==> src/rtl/mem_store_aligner_if.sv <==
// Store request and memory write-port bundle between the execute stage, the
// store aligner and the word-addressed data memory.
interface mem_store_aligner_if;
   logic        StoreValid;
   logic        StoreReady;
   logic [31:0] StoreAddr;
   logic [31:0] StoreData;
   logic [2:0]  funct3;
   logic        MemWrEn;
   logic [31:0] MemWrAddr;
   logic [31:0] MemWrData;
   logic [3:0]  MemByteEn;
   logic        MemWrAck;
   logic        StoreDone;
   logic        StoreFault;

   // master: the execute stage plus the memory's ack; slave: the aligner.
   modport master (
      output StoreValid, StoreAddr, StoreData, funct3, MemWrAck,
      input  StoreReady, MemWrEn, MemWrAddr, MemWrData, MemByteEn,
             StoreDone, StoreFault
   );

   modport slave (
      input  StoreValid, StoreAddr, StoreData, funct3, MemWrAck,
      output StoreReady, MemWrEn, MemWrAddr, MemWrData, MemByteEn,
             StoreDone, StoreFault
   );
endinterface

==> src/rtl/mem_store_aligner.sv <==
// RISC-V SB/SH/SW store aligner: lane-shifts store data, builds byte enables and
// splits word-crossing stores into two handshaked memory beats.
//
// state | meaning
// IDLE  | ready for a store request, memory port quiet
// BEAT0 | writing the word holding the lowest addressed byte
// BEAT1 | writing the spill-over into the next word (split stores only)
module mem_store_aligner (
   input  logic                 clk,
   input  logic                 reset,
   mem_store_aligner_if.slave   bus
);
   typedef enum logic [1:0] {IDLE, BEAT0, BEAT1} state_t;

   state_t      state;
   logic        ready;
   logic        wr_en;
   logic [31:0] wr_addr;
   logic [31:0] wr_data;
   logic [3:0]  byte_en;
   logic        done;
   logic        fault;
   logic [31:0] hi_data;
   logic [3:0]  hi_be;

   logic        legal;
   logic [3:0]  mask;
   logic [31:0] byte_mask;
   logic [1:0]  off;
   logic [7:0]  lanes8;
   logic [63:0] wide;

   always_comb begin
      legal = 1'b1;
      mask  = 4'b0000;
      case (bus.funct3)
         3'b000:  mask = 4'b0001;
         3'b001:  mask = 4'b0011;
         3'b010:  mask = 4'b1111;
         default: legal = 1'b0;
      endcase
      byte_mask = {{8{mask[3]}}, {8{mask[2]}}, {8{mask[1]}}, {8{mask[0]}}};
      off       = bus.StoreAddr[1:0];
      // Mask before shifting so unused source bytes never reach a lane.
      wide      = {32'b0, bus.StoreData & byte_mask} << {off, 3'b000};
      lanes8    = {4'b0000, mask} << off;
   end

   always_ff @(posedge clk) begin
      if (reset) begin
         state   <= IDLE;
         ready   <= 1'b1;
         wr_en   <= 1'b0;
         wr_addr <= '0;
         wr_data <= '0;
         byte_en <= '0;
         done    <= 1'b0;
         fault   <= 1'b0;
         hi_data <= '0;
         hi_be   <= '0;
      end else begin
         done  <= 1'b0;
         fault <= 1'b0;
         case (state)
            IDLE: begin
               if (bus.StoreValid) begin
                  if (legal) begin
                     state   <= BEAT0;
                     ready   <= 1'b0;
                     wr_en   <= 1'b1;
                     wr_addr <= {bus.StoreAddr[31:2], 2'b00};
                     wr_data <= wide[31:0];
                     byte_en <= lanes8[3:0];
                     hi_data <= wide[63:32];
                     hi_be   <= lanes8[7:4];
                  end else begin
                     fault <= 1'b1;
                  end
               end
            end
            BEAT0: begin
               if (bus.MemWrAck) begin
                  if (hi_be != 4'b0000) begin
                     state   <= BEAT1;
                     wr_addr <= wr_addr + 32'd4;
                     wr_data <= hi_data;
                     byte_en <= hi_be;
                  end else begin
                     state   <= IDLE;
                     ready   <= 1'b1;
                     wr_en   <= 1'b0;
                     wr_addr <= '0;
                     wr_data <= '0;
                     byte_en <= '0;
                     done    <= 1'b1;
                  end
               end
            end
            BEAT1: begin
               if (bus.MemWrAck) begin
                  state   <= IDLE;
                  ready   <= 1'b1;
                  wr_en   <= 1'b0;
                  wr_addr <= '0;
                  wr_data <= '0;
                  byte_en <= '0;
                  done    <= 1'b1;
               end
            end
            default: begin
               state   <= IDLE;
               ready   <= 1'b1;
               wr_en   <= 1'b0;
               wr_addr <= '0;
               wr_data <= '0;
               byte_en <= '0;
            end
         endcase
      end
   end

   assign bus.StoreReady = ready;
   assign bus.MemWrEn    = wr_en;
   assign bus.MemWrAddr  = wr_addr;
   assign bus.MemWrData  = wr_data;
   assign bus.MemByteEn  = byte_en;
   assign bus.StoreDone  = done;
   assign bus.StoreFault = fault;
endmodule

==> src/flat_wrapper.sv <==
// flat-port wrapper written by rule: the top's interface ports become plain ports
module mem_store_aligner_flat 
  (clk, reset, bus_StoreValid, bus_StoreAddr, bus_StoreData, bus_funct3, bus_MemWrAck, bus_StoreReady, bus_MemWrEn, bus_MemWrAddr, bus_MemWrData, bus_MemByteEn, bus_StoreDone, bus_StoreFault);
  mem_store_aligner_if bus_i ();
  input  logic clk;
  input  logic reset;
  input wire logic [$bits(bus_i.StoreValid)-1:0] bus_StoreValid;
  input wire logic [$bits(bus_i.StoreAddr)-1:0] bus_StoreAddr;
  input wire logic [$bits(bus_i.StoreData)-1:0] bus_StoreData;
  input wire logic [$bits(bus_i.funct3)-1:0] bus_funct3;
  input wire logic [$bits(bus_i.MemWrAck)-1:0] bus_MemWrAck;
  output wire logic [$bits(bus_i.StoreReady)-1:0] bus_StoreReady;
  output wire logic [$bits(bus_i.MemWrEn)-1:0] bus_MemWrEn;
  output wire logic [$bits(bus_i.MemWrAddr)-1:0] bus_MemWrAddr;
  output wire logic [$bits(bus_i.MemWrData)-1:0] bus_MemWrData;
  output wire logic [$bits(bus_i.MemByteEn)-1:0] bus_MemByteEn;
  output wire logic [$bits(bus_i.StoreDone)-1:0] bus_StoreDone;
  output wire logic [$bits(bus_i.StoreFault)-1:0] bus_StoreFault;
  assign bus_i.StoreValid = bus_StoreValid;
  assign bus_i.StoreAddr = bus_StoreAddr;
  assign bus_i.StoreData = bus_StoreData;
  assign bus_i.funct3 = bus_funct3;
  assign bus_i.MemWrAck = bus_MemWrAck;
  assign bus_StoreReady = bus_i.StoreReady;
  assign bus_MemWrEn = bus_i.MemWrEn;
  assign bus_MemWrAddr = bus_i.MemWrAddr;
  assign bus_MemWrData = bus_i.MemWrData;
  assign bus_MemByteEn = bus_i.MemByteEn;
  assign bus_StoreDone = bus_i.StoreDone;
  assign bus_StoreFault = bus_i.StoreFault;
  mem_store_aligner u_core (.clk(clk), .reset(reset), .bus(bus_i));
endmodule
==> config.mk <==
export PLATFORM = sky130hd
export DESIGN_NAME = mem_store_aligner_flat
export DESIGN_NICKNAME = d
export VERILOG_FILES = /design/src/rtl/mem_store_aligner_if.sv /design/src/rtl/mem_store_aligner.sv /design/src/flat_wrapper.sv
export SDC_FILE = /design/constraint.sdc
export NUM_CORES = 1
export LEC_CHECK = 0
export CORE_ASPECT_RATIO = 1.25
export CORE_MARGIN = 2
export CORE_UTILIZATION = 53
export CTS_CLUSTER_DIAMETER = 50
export DETAILED_ROUTE_END_ITERATION = 6
export HOLD_SLACK_MARGIN = 0.02
export PLACE_DENSITY = 0.87
export SYNTH_ARGS = -nofsm -noshare
export SYNTH_HDL_FRONTEND = slang
export SYNTH_SLANG_ARGS = --single-unit
export TNS_END_PERCENT = 20
==> constraint.sdc <==
create_clock -name clk -period 6 [get_ports clk]
set_input_delay 1.2 -clock clk [delete_from_list [all_inputs] [get_ports clk]]
set_output_delay 1.2 -clock clk [all_outputs]
set_load 0.05 [all_outputs]
==> results.cfg, run 1 <==
[status]
status = complete, but fails checks
failed_checks = design-rule violations

[clock_network]
ctsHoldBuffers = 0
cts_resized = 0
cts_sinks = 99
cts-root-buf = clkbuf_16
htreeDepth = 3
cts_tree = built
clk_latency_ns = 0.35
post_cts.repair.setup_buffers = 0
cts_buffer_depth = 2
numCtsBuffers = 9
cts.clk_slew.worst_paths_ns = 0.08

[global_routing]
gr-usage-all-layers = 0.3318
grt_pass1_wl_mm = 28.46
grt_pass1_vias = 5596
grt_max_degree = 45
grt_overflow_total = 0
antenna_found_initial = 0

[critical_path]
cp-start-kind = primary input
r2r_start = u_core.state[0]
reg2reg_depth = 7
cp-startpoint = bus_funct3[1]
reg2reg_slack_ns = 2.82
end_kind = flop
worstPathRequired_ns = 6.29
critPathKind = primary input to flop
reg2reg_to = u_core.bus.MemWrAddr[15]
crit_end = u_core.hi_data[22]
critPathArrivalTime_ns = 3.99
cp_max_fo = 15

[floorplan]
core-area_um2 = 9659
die_h_um = 115.7
fp.dieArea_um2 = 10810
die_x_um = 93.38
std_cell_rows = 40
ioPinCount = 143
start_util = 0.5479

[final_layout]
syn_to_final_growth_pct = 32.96
drive_gt1_frac = 0.08016
nFillCells = 755
fin_nets = 831
diodes = 0
final_area_um2 = 7037

[routing]
first_pass_iters = 7
via_count = 5726
wirelength_mm = 17.89
drt_iter0_drc = 515
ant_nets = 0
wl_per_cell_um = 20.16
drc_errors = 3
viasPerCell = 6.455

[synth]
syn_area_per_cell_um2 = 8.180
synthMostInstantiatedCell = dfxtp_1
synth_commonest_cells = dfxtp_1 (99), nor2_1 (66), nand2_1 (57)
synth_cells = 647
synth_top_area_frac = 0.3745
yosys-top-cells-area = dfxtp_1 (37%), a22oi_1 (7.5%), o21ai_0 (4.7%), nor2_1 (4.7%), nand2_1 (4.0%)
synth_edf_count = 0
synth-async-reset-ratio = 0
ys_ff_latch = 99
synth_top_area_cell = dfxtp_1
ys_types = 59
synth_area_um2 = 5293
seq_area_frac_synth = 0.3745
yosysWarnings = 0
yosys_most_used_dff = dfxtp_1

[placement]
place_congestion = 0.9768
post-place-ws_ns = 2.040
dpl_cell_area_um2 = 6704
portBuffers = 140
dp_hpwl_mm = 12.61

[sta]
relSlewSlack = 0.2111
fmax_mhz = 270.3
final.setup_skew_ns = 0.006080
finalSetupViolCount = 0
drv_slew = 0
rsz0062_at_grt = no
finalSetupTns_ns = 0
fin_crit_ns = 3.700
fin_crit_sh = 0.6166
finalHoldViolCount = 0
worst_slack_ns = 2.300
worst_pin_slew_ns = 1.183
hold_ws_ns = 0.4563

[flow_run]
maxCapViolCount = 0

[power_and_ir_drop]
powerDensity_nw_per_um2 = 237.5
leakage_nw = 2.411
peakVddDrop_uv = 124.0

[hold_path]
hp-class = flop to flop
routing by layer:
layer | wire (µm) | up-vias | global-route usage | part of all wire
met5 | 0 | - | 0 | 0
met4 | 935 | 0 | 0.1775 | 0.052
met2 | 8598 | 346 | 0.5530 | 0.48
li1 | - | 2616 | - | -
met3 | 1514 | 77 | 0.05267 | 0.085
met1 | 6837 | 2687 | 0.4122 | 0.38
layout by cell type (no fill, tap or decap), drive strengths merged, types with 10 or more instances in the layout:
master         instances
a21oi                 34
a22o                  15
a22oi                 53
buf                   10
clkdlybuf4s50        139
dfxtp                 99
inv                   17
mux2                  13
mux2i                 10
nand2                 58
nand3                 18
nand4                 12
nor2                  66
nor3                  21
nor4                  11
o21ai                 51
o22ai                 14
xor2                  10
logic make-up (layout without fill, tap and decap cells):
group                      after synthesis  in the layout  synth area share
AOI/OAI and AO/OA                      222            222            0.2827
buffers and inverters                   66            179           0.05130
xor gates and xnor gates                17             17           0.02813
other                                    1              2         0.0007085
adders and majority gates                4              4          0.009457
muxes                                   23             23           0.04657
DFF                                     99             99            0.3745
and+or+nand+nor                        215            215            0.2066
worst min path at each step:
| stage | endpoint | depth (start not counted) | slack [ns] | from |
|---|---|---|---|---|
| 2_1_floorplan | u_core.hi_data[0] | 2 | 0.43 | u_core.hi_data[0] |
| 3_5_place_dp | u_core.bus.MemWrData[22] | 2 | 0.44 | u_core.bus.MemWrData[22] |
| 5_1_grt | u_core.bus.MemWrData[22] | 2 | 0.48 | u_core.bus.MemWrData[22] |
| 4_1_cts | u_core.bus.MemWrData[22] | 2 | 0.46 | u_core.bus.MemWrData[22] |
| 3_3_place_gp | u_core.hi_data[4] | 2 | 0.44 | u_core.hi_data[4] |
| 6_report | u_core.bus.MemWrData[16] | 2 | 0.46 | u_core.bus.MemWrData[16] |
flip-flops by register name, indices dropped and copies added (netlist names):
signal and count:
u_core.bus.StoreFault 1, u_core.bus.MemWrData 32, u_core.bus.MemByteEn 4, u_core.hi_data 24, u_core.bus.MemWrAddr 30, u_core.bus.StoreReady 1
u_core.hi_be 3, u_core.state 2, u_core.bus.StoreDone 1, u_core.bus.MemWrEn 1
per-stage QoR:
step                  util  total power, mW  instances
finish              0.7285            1.671        887
global route        0.7285            1.719        887
CTS                 0.7285            1.667        887
detailed placement  0.6940            1.024        871
global placement    0.6940            1.019        871
floorplan                -           0.8958        648
layout make-up:
type | count | area, µm² | area share
Multi-Input combinational cell | 483 | 3048 | 0.4331
Clock buffer | 9 | 225.2 | 0.03201
Clock inverter | 7 | 107.6 | 0.01529
Sequential cell | 99 | 1982 | 0.2816
Timing Repair Buffer | 149 | 1464 | 0.2080
Tap cell | 126 | 157.7 | 0.02240
Inverter | 14 | 52.55 | 0.007468
worst max-delay path: stages:
cell and delay, ns:
clkdlybuf4s50_1 0.68, nor2b_1 0.63, nand2b_1 0.49, nor3_2 0.67, a22oi_1 0.16, nor2_1 0.15
power by group:
part	internal, mW	total (mW)	switching, mW	leakage (nW)
combinational	0.122	0.318	0.196	1.45
clock	0.374	0.655	0.281	0.160
sequential	0.676	0.698	0.0222	0.802
total	1.17	1.67	0.499	2.41
Power figures use the tool's default switching activity.
==> run 2, diff against run 1 <==
- CORE_UTILIZATION: 53 -> 49
- PLACE_DENSITY: 0.87 -> 0.81
- clock period: 6 -> 3.6 ns (I/O delays scaled with it)
==> results.cfg, run 2 (synthesized netlist as in run 1, its figures left out) <==
[hold_path]
worstHoldStart = u_core.bus.MemWrData[10]
hp-class = flop to flop
holdPathEnd = u_core.bus.MemWrData[10]
worstHoldPathCells = 2

[power_and_ir_drop]
leakage_nw = 2.477
powerDensity_nw_per_um2 = 392.2
peakVddDrop_uv = 272.7

[clock_network]
post_cts.repair.setup_buffers = 0
ctsHoldBuffers = 0
cts_resized = 0
cts_buffer_depth = 2
clk_latency_ns = 0.34
cts-root-buf = clkbuf_16
cts_tree = built
htreeDepth = 3
cts_sinks = 99
cts.clk_slew.worst_paths_ns = 0.07
numCtsBuffers = 9

[routing]
drt_iter0_drc = 446
via_count = 5718
wirelength_mm = 17.72
wl_per_cell_um = 19.58
viasPerCell = 6.318
ant_nets = 0
first_pass_iters = 6
drc_errors = 0

[critical_path]
cp_common_cell = a21oi_1
cp_max_fo = 41
reg2reg_depth = 8
slowest_delay_ns = 0.72
reg2reg_to = u_core.bus.MemWrData[1]
critPathArrivalTime_ns = 3.06
end_kind = flop
path_cells = clkdlybuf4s50_1 -> a21oi_1 -> a21oi_1 -> or2_2 -> a22oi_1 -> a211oi_1
worstPathRequired_ns = 3.85
reg2reg_slack_ns = 1.10
cp-start-kind = primary input
r2r_start = u_core.state[1]
critPathKind = primary input to flop
crit_slowest_cell = or2_2

[floorplan]
start_util = 0.5011
std_cell_rows = 42
fp.dieArea_um2 = 11650
ioPinCount = 143
die_h_um = 120.2
die_x_um = 96.96
core-area_um2 = 10560

[global_routing]
gr-usage-all-layers = 0.3002
grt_max_degree = 44
grt_pass1_vias = 5454
grt_overflow_total = 0
antenna_found_initial = 0
grt_pass1_wl_mm = 28.44

[final_layout]
final_area_um2 = 7136
final_util = 0.6756
fin_nets = 844
final_cell_mix = clkdlybuf4s50_1 (139), dfxtp_1 (99), nor2_1 (66)
final_common_cell = clkdlybuf4s50_1
syn_to_final_growth_pct = 34.82
nFillCells = 887
drive_gt1_frac = 0.09185
largest_reg_flops = 32
diodes = 0

[placement]
dpl_cell_area_um2 = 6804
dp_hpwl_mm = 12.79
place_congestion = 0.9722
portBuffers = 140

[sta]
fmax_mhz = 356.1
final.setup_skew_ns = 0.007013
finalSetupTns_ns = 0
rsz0062_at_grt = no
fin_crit_sh = 0.7802
fin_crit_ns = 2.809
drv_slew = 0
finalHoldViolCount = 0
relSlewSlack = 0.4303
worst_pin_slew_ns = 0.8545
finalSetupViolCount = 0

[status]
status = complete, no violations

[flow_run]
maxCapViolCount = 0
run 2: routing by layer:
metal / vias up / GRT usage / share of wire
li1: 2651 / - / -
met5: - / 0 / 0
met3: 49 / 0.04220 / 0.078
met1: 2705 / 0.3729 / 0.39
met2: 313 / 0.5126 / 0.49
met4: 0 / 0.1452 / 0.039
run 2: layout make-up:
type | instances | area [µm²] | area share
Tap cell | 132 | 165.2 | 0.02315
Inverter | 14 | 52.55 | 0.007365
Sequential cell | 99 | 1982 | 0.2777
Clock inverter | 5 | 102.6 | 0.01438
Timing Repair Buffer | 162 | 1562 | 0.2188
Multi-Input combinational cell | 483 | 3043 | 0.4264
Clock buffer | 10 | 229.0 | 0.03209
run 2: how the worst max path moves through the flow:
stage | start | to | cells past startpoint
4_1_cts | bus_funct3[1] | u_core.bus.MemWrAddr[17] | 6
6_report | bus_funct3[1] | u_core.bus.MemWrAddr[17] | 6
5_1_grt | bus_funct3[1] | u_core.bus.MemWrAddr[29] | 6
2_1_floorplan | u_core.bus.MemWrAddr[2] | u_core.bus.MemWrAddr[24] | 7
3_3_place_gp | bus_funct3[1] | u_core.bus.MemWrAddr[17] | 6
3_5_place_dp | bus_funct3[1] | u_core.bus.MemWrAddr[17] | 6
run 2: power breakdown:
part	switching [mW]	internal, mW	total, mW
Sequential	0.0371	1.13	1.16
Clock	0.421	0.675	1.10
Combinational	0.326	0.212	0.538
Total	0.784	2.01	2.80
run 2: critical path, delay by kind of cell:
family	cells	cell delay, ns
buffers and inverters	1	0.70
AO/OA/AOI/OAI	4	0.90
AND/OR/NAND/NOR	1	0.72
run 2: per-stage QoR:
stage	total power, mW	instances	hold WS [ns]	setup slack, ns
floorplan	1.493	648	0.4254	1.220
global placement	1.708	890	0.4352	0.6419
detailed placement	1.717	890	0.4412	0.5104
finish	2.799	905	0.4542	0.7914
CTS	2.794	905	0.4593	0.8380
global route	2.888	905	0.4801	0.5558
